$ cat config.mk
export PLATFORM = sky130hd
export DESIGN_NAME = mips_seq_divider
export DESIGN_NICKNAME = d
export VERILOG_FILES = /design/src/rtl/mips_div_pkg.sv /design/src/rtl/mips_seq_divider_div_step.sv /design/src/rtl/mips_seq_divider.sv
export SDC_FILE = /design/constraint.sdc
export NUM_CORES = 1
export LEC_CHECK = 0
export CORE_ASPECT_RATIO = 0.7
export CORE_UTILIZATION = 50
export CTS_BUF_LIST = sky130_fd_sc_hd__clkbuf_4 sky130_fd_sc_hd__clkbuf_8
export CTS_CLUSTER_SIZE = 25
export DETAILED_ROUTE_END_ITERATION = 10
export PLACE_DENSITY = 0.76
export SETUP_SLACK_MARGIN = 0.5
export SYNTH_ARGS = -nofsm -noshare
export SYNTH_HDL_FRONTEND = slang
export SYNTH_HIERARCHICAL = 1
export SYNTH_SLANG_ARGS = --single-unit
$ cat constraint.sdc
create_clock -name clk -period 8.1 [get_ports clk]
set_input_delay 1.215 -clock clk [delete_from_list [all_inputs] [get_ports clk]]
set_output_delay 1.215 -clock clk [all_outputs]
set_load 0.02 [all_outputs]
$ cat src/rtl/mips_div_pkg.sv
// Shared types and constants for the sequential MIPS DIV/DIVU unit.
package mips_div_pkg;

   localparam int unsigned WIDTH_DEFAULT = 32;
   localparam int unsigned CNT_W_DEFAULT = $clog2(WIDTH_DEFAULT + 1);

   typedef enum logic [1:0] {
      IDLE = 2'd0,
      RUN  = 2'd1,
      SIGN = 2'd2,
      DONE = 2'd3
   } div_state_t;

endpackage

$ cat src/rtl/mips_seq_divider_div_step.sv
// One restoring-division iteration: shift in the next dividend bit, trial-subtract, keep or restore.
module div_step #(
   parameter int unsigned WIDTH = 32
) (
   input  logic [WIDTH-1:0] rem,
   input  logic [WIDTH-1:0] quo,
   input  logic [WIDTH-1:0] dvs,
   output logic [WIDTH-1:0] rem_next,
   output logic [WIDTH-1:0] quo_next
);

   logic [WIDTH:0] shifted;
   logic [WIDTH:0] diff;

   // Remainder stays below dvs, so the shifted value always fits in WIDTH+1 bits.
   always_comb begin
      shifted  = {rem, quo[WIDTH-1]};
      diff     = shifted - {1'b0, dvs};
      quo_next = {quo[WIDTH-2:0], ~diff[WIDTH]};
      rem_next = diff[WIDTH] ? shifted[WIDTH-1:0] : diff[WIDTH-1:0];
   end

endmodule

$ cat src/rtl/mips_seq_divider.sv
// Iterative restoring divider for DIV/DIVU: one quotient bit per clock, results held for LO/HI.
module mips_seq_divider
   import mips_div_pkg::*;
#(
   parameter int unsigned WIDTH = WIDTH_DEFAULT
) (
   input  logic             clk,
   input  logic             rst_n,
   input  logic             start,
   input  logic             is_signed,
   input  logic [WIDTH-1:0] dividend,
   input  logic [WIDTH-1:0] divisor,
   output logic             busy,
   output logic             done,
   output logic [WIDTH-1:0] quotient,
   output logic [WIDTH-1:0] remainder,
   output logic             div_by_zero
);

   localparam int unsigned CNT_W = $clog2(WIDTH + 1);

   div_state_t       state, state_nxt;
   logic             accept;
   logic [CNT_W-1:0] cnt;
   logic [WIDTH-1:0] rem_q, quo_q, dvs_q;
   logic [WIDTH-1:0] rem_next, quo_next;
   logic [WIDTH-1:0] dividend_abs, divisor_abs;
   logic             qneg, rneg;

   div_step #(.WIDTH(WIDTH)) u_step (
      .rem      (rem_q),
      .quo      (quo_q),
      .dvs      (dvs_q),
      .rem_next (rem_next),
      .quo_next (quo_next)
   );

   always_ff @(posedge clk or negedge rst_n) begin
      if (!rst_n) state <= IDLE;
      else        state <= state_nxt;
   end

   // Next state; a start is only honoured while no division is in flight.
   always_comb begin
      state_nxt    = state;
      accept       = 1'b0;
      dividend_abs = (is_signed && dividend[WIDTH-1]) ? -dividend : dividend;
      divisor_abs  = (is_signed && divisor[WIDTH-1])  ? -divisor  : divisor;
      case (state)
         IDLE, DONE: begin
            state_nxt = IDLE;
            if (start) begin
               accept    = 1'b1;
               state_nxt = (divisor == '0) ? DONE : RUN;
            end
         end
         RUN:     if (cnt == CNT_W'(1)) state_nxt = SIGN;
         SIGN:    state_nxt = DONE;
         default: state_nxt = IDLE;
      endcase
   end

   // Operand, iteration and result registers.
   always_ff @(posedge clk or negedge rst_n) begin
      if (!rst_n) begin
         cnt         <= '0;
         rem_q       <= '0;
         quo_q       <= '0;
         dvs_q       <= '0;
         qneg        <= 1'b0;
         rneg        <= 1'b0;
         quotient    <= '0;
         remainder   <= '0;
         div_by_zero <= 1'b0;
         busy        <= 1'b0;
         done        <= 1'b0;
      end else begin
         busy <= (state_nxt == RUN) || (state_nxt == SIGN);
         done <= (state_nxt == DONE);
         if (accept) begin
            rem_q <= '0;
            quo_q <= dividend_abs;
            dvs_q <= divisor_abs;
            cnt   <= CNT_W'(WIDTH);
            qneg  <= is_signed && (dividend[WIDTH-1] ^ divisor[WIDTH-1]);
            rneg  <= is_signed && dividend[WIDTH-1];
            if (divisor == '0) begin
               quotient    <= '1;
               remainder   <= dividend;
               div_by_zero <= 1'b1;
            end
         end else if (state == RUN) begin
            rem_q <= rem_next;
            quo_q <= quo_next;
            cnt   <= cnt - CNT_W'(1);
         end else if (state == SIGN) begin
            quotient    <= qneg ? -quo_q : quo_q;
            remainder   <= rneg ? -rem_q : rem_q;
            div_by_zero <= 1'b0;
         end
      end
   end

endmodule

## After elaboration in Yosys (flattened, before gate mapping)

Index checks and enable logic that the tools add are counted.

- Register bits: 173
- Output and inout port bits: 67
- Logic and storage cells: 68

- Add/sub/neg operators: 6
- Eq/ne operators: 9
- Muxes and demuxes: 29
- Bitwise logic cells: 2
- Reduce and logical (&&, ||, !) cells: 10

Operators with widths:

| kind | count |
|---|---|
| $mux 32 | 17 |
| $neg 32->32 | 4 |
| $sub 33x32->33 | 1 |
| $logic_not 32->1 | 1 |
| $mux 6 | 2 |
| $eq 2x2->1 const B | 4 |
| $eq 6x1->1 const B | 1 |
| $mux 1 | 6 |
| $mux 2 | 3 |
| $pmux 2 s3 | 1 |
| $sub 6x1->6 const B | 1 |
| $eq 2x1->1 const B | 2 |
| $reduce_bool 2->1 | 2 |
| $logic_and 1x1->1 | 3 |
| $reduce_and 3->1 | 1 |
| $logic_not 2->1 | 1 |
| $ne 2x1->1 const B | 1 |
| $ne 2x2->1 const B | 1 |
| $reduce_or 2->1 | 1 |
| $logic_or 1x1->1 | 1 |
| $not 1->1 | 1 |
| $xor 1x1->1 | 1 |

## Longest topological paths before layout

Gate-level depths: netlist of the first run.

- Depth after elaboration: 6
- Mapped depth: 17

## Hierarchy

The synthesis of the first run kept the hierarchy.

By module, submodules not included:

| module | times used | cells an instance | area an instance (µm²) | seq. area each (µm²) |
|---|---|---|---|---|
| mips_seq_divider | 1 | 1057 | 9705.6 | 4329.2 |
| div_step | 1 | 337 | 2598.7 | 0.0 |

## Worst setup path before layout of the first run

OpenSTA, ideal clock, no wires.

- Path type: reg-to-reg
- Start: reg quo_q[31]
- End: reg rem_q[13]
- Library setup time: 132 ps
- Data arrival time: 3311 ps
- Data required time: 7968 ps
- Setup slack: 4657 ps
- Stages on the path, launching flop included: 18
- Buffers on the path: 2
- Path through: dfrtp_1 inv_1 ha_1 fa_1 and2b_1 o2111ai_2 a21oi_2 o2111ai_1 a211oi_2 nor2_4 mux2i_4 and2_4 buf_12 inv_8 buf_12 mux2_4 mux2i_1 nor2_1

- Cells in the longest elaborated chain, start to end: 4

RTL lines:

| item | line | text |
|---|---|---|
| from (decl) | mips_seq_divider.sv:25 | `logic [WIDTH-1:0] rem_q, quo_q, dvs_q;` |
| from (signal assigned) | mips_seq_divider.sv:82 | `quo_q <= dividend_abs;` |
| from (signal assigned) | mips_seq_divider.sv:94 | `quo_q <= quo_next;` |
| $sub 33x32->33 | mips_seq_divider_div_step.sv:18 | `diff = shifted - {1'b0, dvs};` |
| $mux 32 | mips_seq_divider_div_step.sv:20 | `rem_next = diff[WIDTH] ? shifted[WIDTH-1:0] : diff[WIDTH-1:0];` |
| named net rem_next[13] | mips_seq_divider.sv:26 | `logic [WIDTH-1:0] rem_next, quo_next;` |
| $mux 32 | mips_seq_divider.sv:92 | `end else if (state == RUN) begin` |
| $mux 32 | mips_seq_divider.sv:80 | `if (accept) begin` |
| to (signal assigned) | mips_seq_divider.sv:93 | `rem_q <= rem_next;` |
| to (decl) | mips_seq_divider.sv:25 |  |

The timed path passes the listed nets, and every way through them passes these cells. The select of a mux whose other input is x is not followed.
A chain may end at the register's enable or synchronous reset.

## Final worst setup path of the first run

- Start: reg quo_q[31]
- End: reg rem_q[28]

Same word-level chain as after synthesis.

==> impl_results.md, run 1 <==
- # diodes: 0
- Peak supply drop: 0.175 mV
- Initial antenna violation count: 0
- Gate power share: 51.2%
- Post-synthesis sequential area ratio: 35.2%
- Clk root buf: clkbuf_8
- Clock sink count: 173
- Worst Reg2Reg Path Length in Cells: 15
- Fill cells: 2,149
- Effective utilization at floorplan: 51.5%
- Multi-input gate area: 7200 sq um
- Vias in the first global route: 9,677
- Largest net degree at the start of global routing: 97
- Post-CTS Setup Inserts: 0
- CTS buffer count: 17
- Detailed placement HPWL: 24,400 microns
- # DRC: 0
- Predominant post-synthesis flop cell: dfrtp_1
- Crit-path cells: inv_1 > ha_1 > fa_1 > and2b_1 > o2111ai_2 > a21oi_2 > o2111ai_1 > a211oi_2 > nor2_4 > mux2i_4 > and2_4 > inv_8 > mux2_4 > mux2i_1 > nor2_1
- Post-Route WL: 33,100 microns
- Worst clock skew: 0.0146 ns
- Port Buffer Count: 134
- Syn Nets: 1,504
- Initial detailed-routing violation count: 1,007
- GRT overflow: 0
- Switching Fraction: 42.9%
- Routed Antenna Nets: 0
- Slew HR: 18.2%
- Setup violators final: 0
- Tmin final: 4.20 ns
- Status: complete, no violations
- PD cells: 295 nW/um^2
- Share of layout cells above drive strength 1: 7.02%
- Clock tree from TritonCTS: yes
- Die Area: 25,300 sq um
- Die height: 133 microns
- # rows: 47
- # hold bufs at CTS: 0
- First-pass GRT wire length: 52,400 microns
- Post-Syn Area: 12,300 sq um
- Ys Warns: 6
- Synth Register Bits: 173
- Drt wl/cell: 18.5 microns
- Required @ worst endpoint: 8.43 ns
- Reg area: 4330 sq um
- Startpoint Class: flop
- Critical Path Fanout Max: 24
- Clock slew at reported path FFs: 0.09 ns
- Slew @ Worst Pin: 1.22 ns
- Drt pass-1 iters: 5
- Fin nets: 1,564
- Max incr delay on CP: 0.48 ns
- Nature of the critical path endpoint: flop
- Async S/R FF share, synth: 100%
- Mapped Cells: 1,394
- EDFF count, synth: 0
- Overall power: 4.11 mW
- Internal: 2.35 mW
- Worst hold stages: 2
- Final Hold Viols: 0
- Net Sw Power: 1.76 mW
- Worst-skew pair later-pin latency: 0.49 ns
- Post-synthesis area per instance: 8.83 sq um
- CTS resizes: 0
- Seq pwr share: 33.1%
- Unique masters post-synth: 82
- Die Wd: 189 microns
- Setup TNS: 0 ns
- Arrival time at the worst endpoint: 4.54 ns
- Final Max Slew Viols: 0
- Clk network pwr share: 15.7%
- Lkg Pwr: 6.09 nW
- Synthesis-to-finish area growth: 13.4%
- Max frequency: 0.238 GHz
- Final Cycle Share: 51.9%
- Vias per cell: 5.97
- GR Util All Layers: 26.4%
- Maximum buffer depth of the clock tree: 2
- Hold Crit Class: reg -> reg
- # IOs: 135
- Max Cap Viol: 0
- Core Region: 23,900 sq um
- H-tree depth: 4
- Placer Congestion: 0.956
- Via count: 10,700
- WS Path Type: reg -> reg
- RSZ-0062 raised after global routing: false
- Slowest-stage cell, CP: dfrtp_1
[layout make-up]
type / count / area share (%)
Clock inverter: 10 / 0.807
Timing Repair Buffer: 142 / 10.1
Clock buffer: 22 / 2.13
Multi-Input combinational cell: 1065 / 51.6
Sequential cell: 173 / 31.0
Inverter: 55 / 1.53
Tap cell: 318 / 2.85
[flip-flops by register name, indices dropped and copies added (netlist names)]
name,flops
rneg,1
rem_q,32
quo_q,32
qneg,1
div_by_zero,1
state,2
quotient,32
cnt,6
done,1
dvs_q,32
remainder,32
busy,1
[kinds of logic after synthesis]
| family | count (synthesis) | synth area share, % |
|---|---|---|
| buf+inv | 156 | 6.59 |
| flops | 173 | 35.2 |
| simple gates | 411 | 16.0 |
| xor+xnor | 147 | 10.5 |
| mux | 102 | 9.26 |
| fa+ha+maj | 42 | 4.33 |
| compound gates | 363 | 18.2 |
[layout by cell type (no fill, tap or decap), drive strengths merged, types with 15 or more instances in the layout]
cell type,netlist,routed
a21o,20,20
a21oi,93,93
a31oi,16,16
clkbuf,40,22
clkdlybuf4s50,1,133
dfrtp,173,173
ha,41,41
inv,55,55
mux2,28,28
mux2i,74,74
nand2,138,138
nand3,26,26
nor2,117,117
nor3,28,28
nor4,15,15
o21ai,132,132
o31ai,36,36
o41ai,20,20
xnor2,61,61
xor2,86,86
[per-layer routing]
metal | part of all wire [%] | global-route usage, %
met5 | 0 | 0
met4 | 1.6 | 7.75
met1 | 48 | 40.4
met3 | 9.2 | 5.85
met2 | 41 | 36.6
[critical path, delay by kind of cell, from the launching register on]
kind / cells / cell delay [ns]
AOI/OAI and AO/OA: 4 / 1.03
muxes: 3 / 0.87
and+or+nand+nor: 4 / 0.77
adders and majority gates: 2 / 0.64
DFF: 1 / 0.48
buffers and inverters: 2 / 0.21
[stage by stage]
step           worst slack (ns)  cell area, sq um  instances  util [%]  hold slack [ns]
3_3_place_gp               3.69             13500       1753      56.7            0.461
5_1_grt                    3.71             14000       1785      58.4            0.505
2_1_floorplan              4.66             12300       1394         -            0.450
3_5_place_dp               3.61             13500       1753      56.7            0.470
4_1_cts                    4.00             14000       1785      58.4            0.489
6_report                   3.90             14000       1785      58.4            0.485
[Yosys cell counts, drive strengths merged, types with 3 or more instances]
master / number / area, sq um
dfrtp: 173 / 4330
nand2: 138 / 518
o21ai: 132 / 661
nor2: 117 / 447
a21oi: 93 / 473
xor2: 86 / 753
mux2i: 74 / 753
xnor2: 61 / 534
buf: 59 / 415
inv: 55 / 214
ha: 41 / 513
clkbuf: 40 / 160
o31ai: 36 / 275
mux2: 28 / 387
nor3: 28 / 140
nand3: 26 / 130
a21o: 20 / 151
o41ai: 20 / 194
a31oi: 16 / 100
nor4: 15 / 100
or4: 13 / 105
a211oi: 12 / 95.1
nor2b: 12 / 75.1
or3: 12 / 85.1
and3: 9 / 62.6
nand4: 8 / 50.1
o21a: 7 / 52.6
and2: 6 / 41.3
nand2b: 5 / 31.3
o2111ai: 5 / 50.0
o21bai: 5 / 37.5
or2: 4 / 25.0
a21boi: 3 / 22.5
nand3b: 3 / 22.5
nor3b: 3 / 22.5
[path summary, 6_finish.rpt]
check	slack, ns	from	endpoint
max	3.90	quo_q[31]	rem_q[28]
min	0.49	dvs_q[28]	dvs_q[28]
max reg2reg	3.90	quo_q[31]	rem_q[28]
min reg2reg	0.49	dvs_q[28]	dvs_q[28]
max in group asynchronous	6.13	rst_n	rem_q[18]
min in group asynchronous	0.78	rst_n	quo_q[10]
[power by group through the flow]
stage,clock network [mW],logic (mW),registers (mW)
after floorplan,0,1.64,1.35
after global routing,0.685,2.30,1.39
after detailed placement,0,2.07,1.37
final,0.645,2.11,1.36
after CTS,0.653,2.09,1.35
after global placement,0,2.02,1.36
No activity file was read; power rests on OpenSTA's default activity.
==> run 2: changes to the inputs <==
==> constraint.sdc (replaced) <==
create_clock -name clk -period 4.23 [get_ports clk]
set_input_delay 0.6345 -clock clk [delete_from_list [all_inputs] [get_ports clk]]
set_output_delay 0.6345 -clock clk [all_outputs]
set_load 0.02 [all_outputs]
==> impl_results.md, run 2 (synthesis results as in run 1) <==
- CTS buffer count: 17
- Setup TNS: 0 ns
- Port Buffer Count: 134
- Share of layout cells above drive strength 1: 7.84%
- Synthesis-to-finish area growth: 14.0%
- Worst R2R Start: quo_q[31]
- Most frequent cells in the layout: dfrtp_1 (172), nand2_1 (137), clkdlybuf4s50_1 (133), o21ai_0 (131), nor2_1 (115)
- # IOs: 135
- Initial antenna violation count: 0
- Clock sink count: 173
- Status: complete, no violations
- Setup violators final: 0
- # diodes: 0
- Worst-skew pair later-pin latency: 0.49 ns
- Final core utilization: 58.8%
- Commonest non-fill, non-tap cell in the layout: dfrtp_1
- Fill cells: 2,132
- Lkg Pwr: 6.14 nW
- Drt pass-1 iters: 6
- Fin nets: 1,576
- Vias in the first global route: 9,746
- Startpoint Class: flop
- Reg area: 4330 sq um
- Multi-input gate area: 7200 sq um
- First-pass GRT wire length: 53,400 microns
- H-tree depth: 4
- Vias per cell: 5.95
- Slew HR: 17.7%
- Die height: 133 microns
- Maximum buffer depth of the clock tree: 2
- # DRC: 0
- Hold Crit Class: in -> async
- Max frequency: 0.282 GHz
- Detailed placement HPWL: 24,800 microns
- Clock tree from TritonCTS: yes
- Clock slew at reported path FFs: 0.10 ns
- Initial detailed-routing violation count: 1,172
- Final Hold Viols: 0
- Critical Path Fanout Max: 24
- RSZ-0062 raised after global routing: false
- # hold bufs at CTS: 0
- Tmin final: 3.54 ns
- Clk root buf: clkbuf_8
- Peak supply drop: 0.380 mV
- Nature of the critical path endpoint: flop
- Max Cap Viol: 0
- Required @ worst endpoint: 4.56 ns
- Arrival time at the worst endpoint: 3.88 ns
- Placer Congestion: 0.944
- Effective utilization at floorplan: 51.5%
- Largest net degree at the start of global routing: 111
- WS Path Type: reg -> reg
- PD cells: 564 nW/um^2
- Reg-to-reg slack, setup: 0.69 ns
- Worst Reg2Reg Path Length in Cells: 15
- Worst clock skew: 0.0189 ns
- Die Wd: 189 microns
- Via count: 10,700
- Cell Area, Placed: 13,600 sq um
- Core Region: 23,900 sq um
- Die Area: 25,300 sq um
- Slew @ Worst Pin: 1.23 ns
- Reg2reg end: rem_q[3]
- # rows: 47
- Final Max Slew Viols: 0
- Routed Antenna Nets: 0
- GR Util All Layers: 26.9%
- Fin area: 14,000 sq um
- GRT overflow: 0
- Cell Count, Final, Fillers Out: 1,797
- Post-Route WL: 33,500 microns
- Drt wl/cell: 18.6 microns
- Cell count after placement: 1,761
- Final Cycle Share: 83.8%
[run 2: stage by stage]
step | power [mW] | setup WS, ns | hold slack (ns)
after floorplan | 5.73 | 0.787 | 0.339
after global placement | 6.54 | 0.588 | 0.463
after detailed placement | 6.66 | 0.491 | 0.471
after CTS | 7.83 | 0.573 | 0.270
after global routing | 8.42 | 0.493 | 0.326
final | 7.91 | 0.685 | 0.243
[run 2: timing repair]
action	4_1_cts	5_1_grt
setup buffers	1	3
pin swaps	1	1
gates resized for setup	1	2
endpoints found under the setup margin	12	23
[run 2: where the power goes]
group,internal (mW),switching (mW),total (mW)
sequential,2.07,0.515,2.58
combinational,1.90,2.28,4.18
clock,0.488,0.667,1.16
total,4.45,3.46,7.91
[run 2: layer usage]
layer / up-vias / share of wire [%] / global-route usage (%) / routed length, microns
li1: 5043 / - / - / -
met1: 5129 / 49 / 42.0 / 16300
met2: 473 / 41 / 36.7 / 13700
met3: 44 / 8.9 / 6.22 / 2980
met4: 0 / 1.5 / 6.41 / 491
met5: - / 0 / 0 / 0
[run 2: worst max-delay path: stages (launching register included)]
cell and delay [ns]:
dfrtp_1 0.39, inv_1 0.05, ha_1 0.23, fa_1 0.42
and2b_1 0.24, o2111ai_2 0.13, a21oi_2 0.20, o2111ai_1 0.18
a211oi_2 0.29, nor2_4 0.11, mux2i_4 0.20, and2_4 0.23
inv_16 0.15, mux2_2 0.36, mux2i_1 0.14, nor2_1 0.06
[run 2: worst max-delay path by stage]
stage          startpoint             to  slack, ns
2_1_floorplan   quo_q[31]      rem_q[13]       0.79
3_3_place_gp   divisor[0]  remainder[22]       0.59
3_5_place_dp    quo_q[31]       rem_q[7]       0.49
4_1_cts         quo_q[31]       rem_q[3]       0.57
5_1_grt         quo_q[31]       rem_q[3]       0.49
6_report        quo_q[31]       rem_q[3]       0.69
[run 2: final cells by class]
cell class	count	share of cell area, %
Sequential cell	173	30.9
Timing Repair Buffer	154	10.7
Multi-Input combinational cell	1065	51.3
Tap cell	318	2.84
Inverter	55	1.59
Clock buffer	19	1.82
Clock inverter	13	0.838
==> run 3: changes to the inputs <==
==> constraint.sdc (replaced) <==
create_clock -name clk -period 3.45 [get_ports clk]
set_input_delay 0.5175 -clock clk [delete_from_list [all_inputs] [get_ports clk]]
set_output_delay 0.5175 -clock clk [all_outputs]
set_load 0.02 [all_outputs]
==> impl_results.md, run 3 (synthesis results as in run 1) <==
- Die Area: 25,300 sq um
- Hold Crit Class: in -> async
- Commonest non-fill, non-tap cell in the layout: dfrtp_1
- Worst-skew pair later-pin latency: 0.48 ns
- Effective utilization at floorplan: 51.5%
- Setup TNS: 0 ns
- Share of layout cells above drive strength 1: 12.7%
- Post-Route WL: 35,100 microns
- Port Buffer Count: 134
- Initial antenna violation count: 0
- Reg2reg end: rem_q[27]
- Nature of the critical path endpoint: flop
- Multi-input gate area: 7360 sq um
- Peak supply drop: 0.368 mV
- GR Util All Layers: 27.9%
- Clock slew at reported path FFs: 0.09 ns
- # diodes: 0
- Internal: 5.95 mW
- Net Sw Power: 4.49 mW
- Max Cap Viol: 0
- Routed Antenna Nets: 0
- Tmin final: 3.34 ns
- Slowest-stage cell, CP: dfrtp_1
- # rows: 47
- Critical Path Fanout Max: 6
- Status: complete, no violations
- Gate power share: 56.6%
- Clock sink count: 173
- Slew @ Worst Pin: 1.16 ns
- Largest net degree at the start of global routing: 111
- Final Cycle Share: 96.9%
- First-pass GRT wire length: 55,400 microns
- Die height: 133 microns
- Reg area: 4330 sq um
- CTS buffer count: 17
- Reg-to-reg slack, setup: 0.11 ns
- H-tree depth: 4
- Final Max Slew Viols: 0
- Drt wl/cell: 19.0 microns
- Max frequency: 0.299 GHz
- Lkg Pwr: 6.49 nW
- Fin nets: 1,633
- WS Path Type: reg -> reg
- Worst Reg2Reg Path Length in Cells: 14
- Placer Congestion: 0.923
- Switching Fraction: 43.0%
- Slew HR: 22.5%
- Crit-path cells: ha_2 > fa_2 > and2b_2 > o2111ai_4 > a21oi_2 > o2111ai_2 > a211oi_2 > nor2_4 > mux2i_4 > and2_4 > inv_6 > mux2_4 > mux2i_1 > nor2_1
- Core Region: 23,900 sq um
- Die Wd: 189 microns
- GRT overflow: 0
- Max incr delay on CP: 0.40 ns
- RSZ-0062 raised after global routing: true
- Synthesis-to-finish area growth: 19.4%
- Required @ worst endpoint: 3.76 ns
- Drt pass-1 iters: 6
- Vias in the first global route: 9,904
- Clk root buf: clkbuf_8
- Most frequent cells in the layout: dfrtp_1 (172), nand2_1 (137), clkdlybuf4s50_1 (133), o21ai_0 (122), nor2_1 (115)
- # DRC: 0
- Worst R2R Start: dvs_q[0]
- Seq pwr share: 29.6%
- Via count: 10,900
- Fill cells: 2,079
- Vias per cell: 5.87
- Worst clock skew: 0.0132 ns
- Setup violators final: 0
- Final Hold Viols: 0
- Detailed placement HPWL: 25,700 microns
- Startpoint Class: flop
- Clk network pwr share: 13.8%
- Arrival time at the worst endpoint: 3.65 ns
- Setup WS pre-CTS: 0.0429 ns
- Final setup margin: 0.108 ns
- Clock tree from TritonCTS: yes
- Maximum buffer depth of the clock tree: 2
- PD cells: 710 nW/um^2
- # IOs: 135
- Initial detailed-routing violation count: 1,086
run 3: worst max path at each step:
stage / startpoint / endpoint / cells past startpoint
global placement: quo_q[31] / rem_q[7] / 15
global route: quo_q[31] / rem_q[15] / 15
detailed placement: dvs_q[0] / rem_q[7] / 14
floorplan: quo_q[31] / rem_q[13] / 17
finish: dvs_q[0] / rem_q[27] / 14
CTS: dvs_q[0] / rem_q[25] / 14
run 3: routing by layer:
layer  GRT usage [%]  routed length [microns]  vias to the layer above
li1                -                        -                     5165
met1            44.7                    17500                     5244
met2            38.3                    14500                      448
met3            4.87                     2720                       35
met4            6.41                      428                        0
met5               0                        0                        -
run 3: per-stage QoR:
step	hold WS [ns]	total power, mW	instance area [sq um]	util (%)	std cells
final	0.0770	10.4	14700	61.5	1854
after detailed placement	0.473	8.38	14000	58.6	1804
after floorplan	0.222	7.04	12300	-	1394
after CTS	0.0858	10.1	14500	60.7	1845
after global placement	0.463	8.29	14000	58.6	1804
after global routing	0.119	11.1	14700	61.5	1854
run 3: cell type report:
class / instances / area share [%]
inverters: 55 / 1.49
flip-flops and latches: 173 / 29.5
repair buffers: 207 / 13.4
well taps: 318 / 2.71
multi-input cells: 1066 / 50.1
clock inverters: 9 / 0.579
clock buffers: 23 / 2.07
repair inverters: 3 / 0.213
run 3: power by group through the flow:
stage	logic [mW]	registers [mW]	clock network (mW)
final	5.90	3.09	1.44
after global routing	6.35	3.16	1.55
after CTS	5.51	3.08	1.47
after detailed placement	5.27	3.11	0
after global placement	5.20	3.09	0
after floorplan	3.86	3.18	0
run 3: worst max-delay path: cells and delay by family (launching register included):
kind / cells / cell delay [ns]
buffers and inverters: 1 / 0.12
AO/OA/AOI/OAI: 4 / 0.75
multiplexers: 3 / 0.64
flip-flops: 1 / 0.40
adder cells (fa/ha/maj): 2 / 0.54
AND/OR/NAND/NOR: 4 / 0.72
run 3: timing repair:
action | CTS | global route
endpoints found under the setup margin | 33 | 65
gates cloned | 3 | 2
resized for setup | 9 | 39
hold buffers | 0 | 0
pin swaps | 2 | 8
buffers inserted | 6 | 7
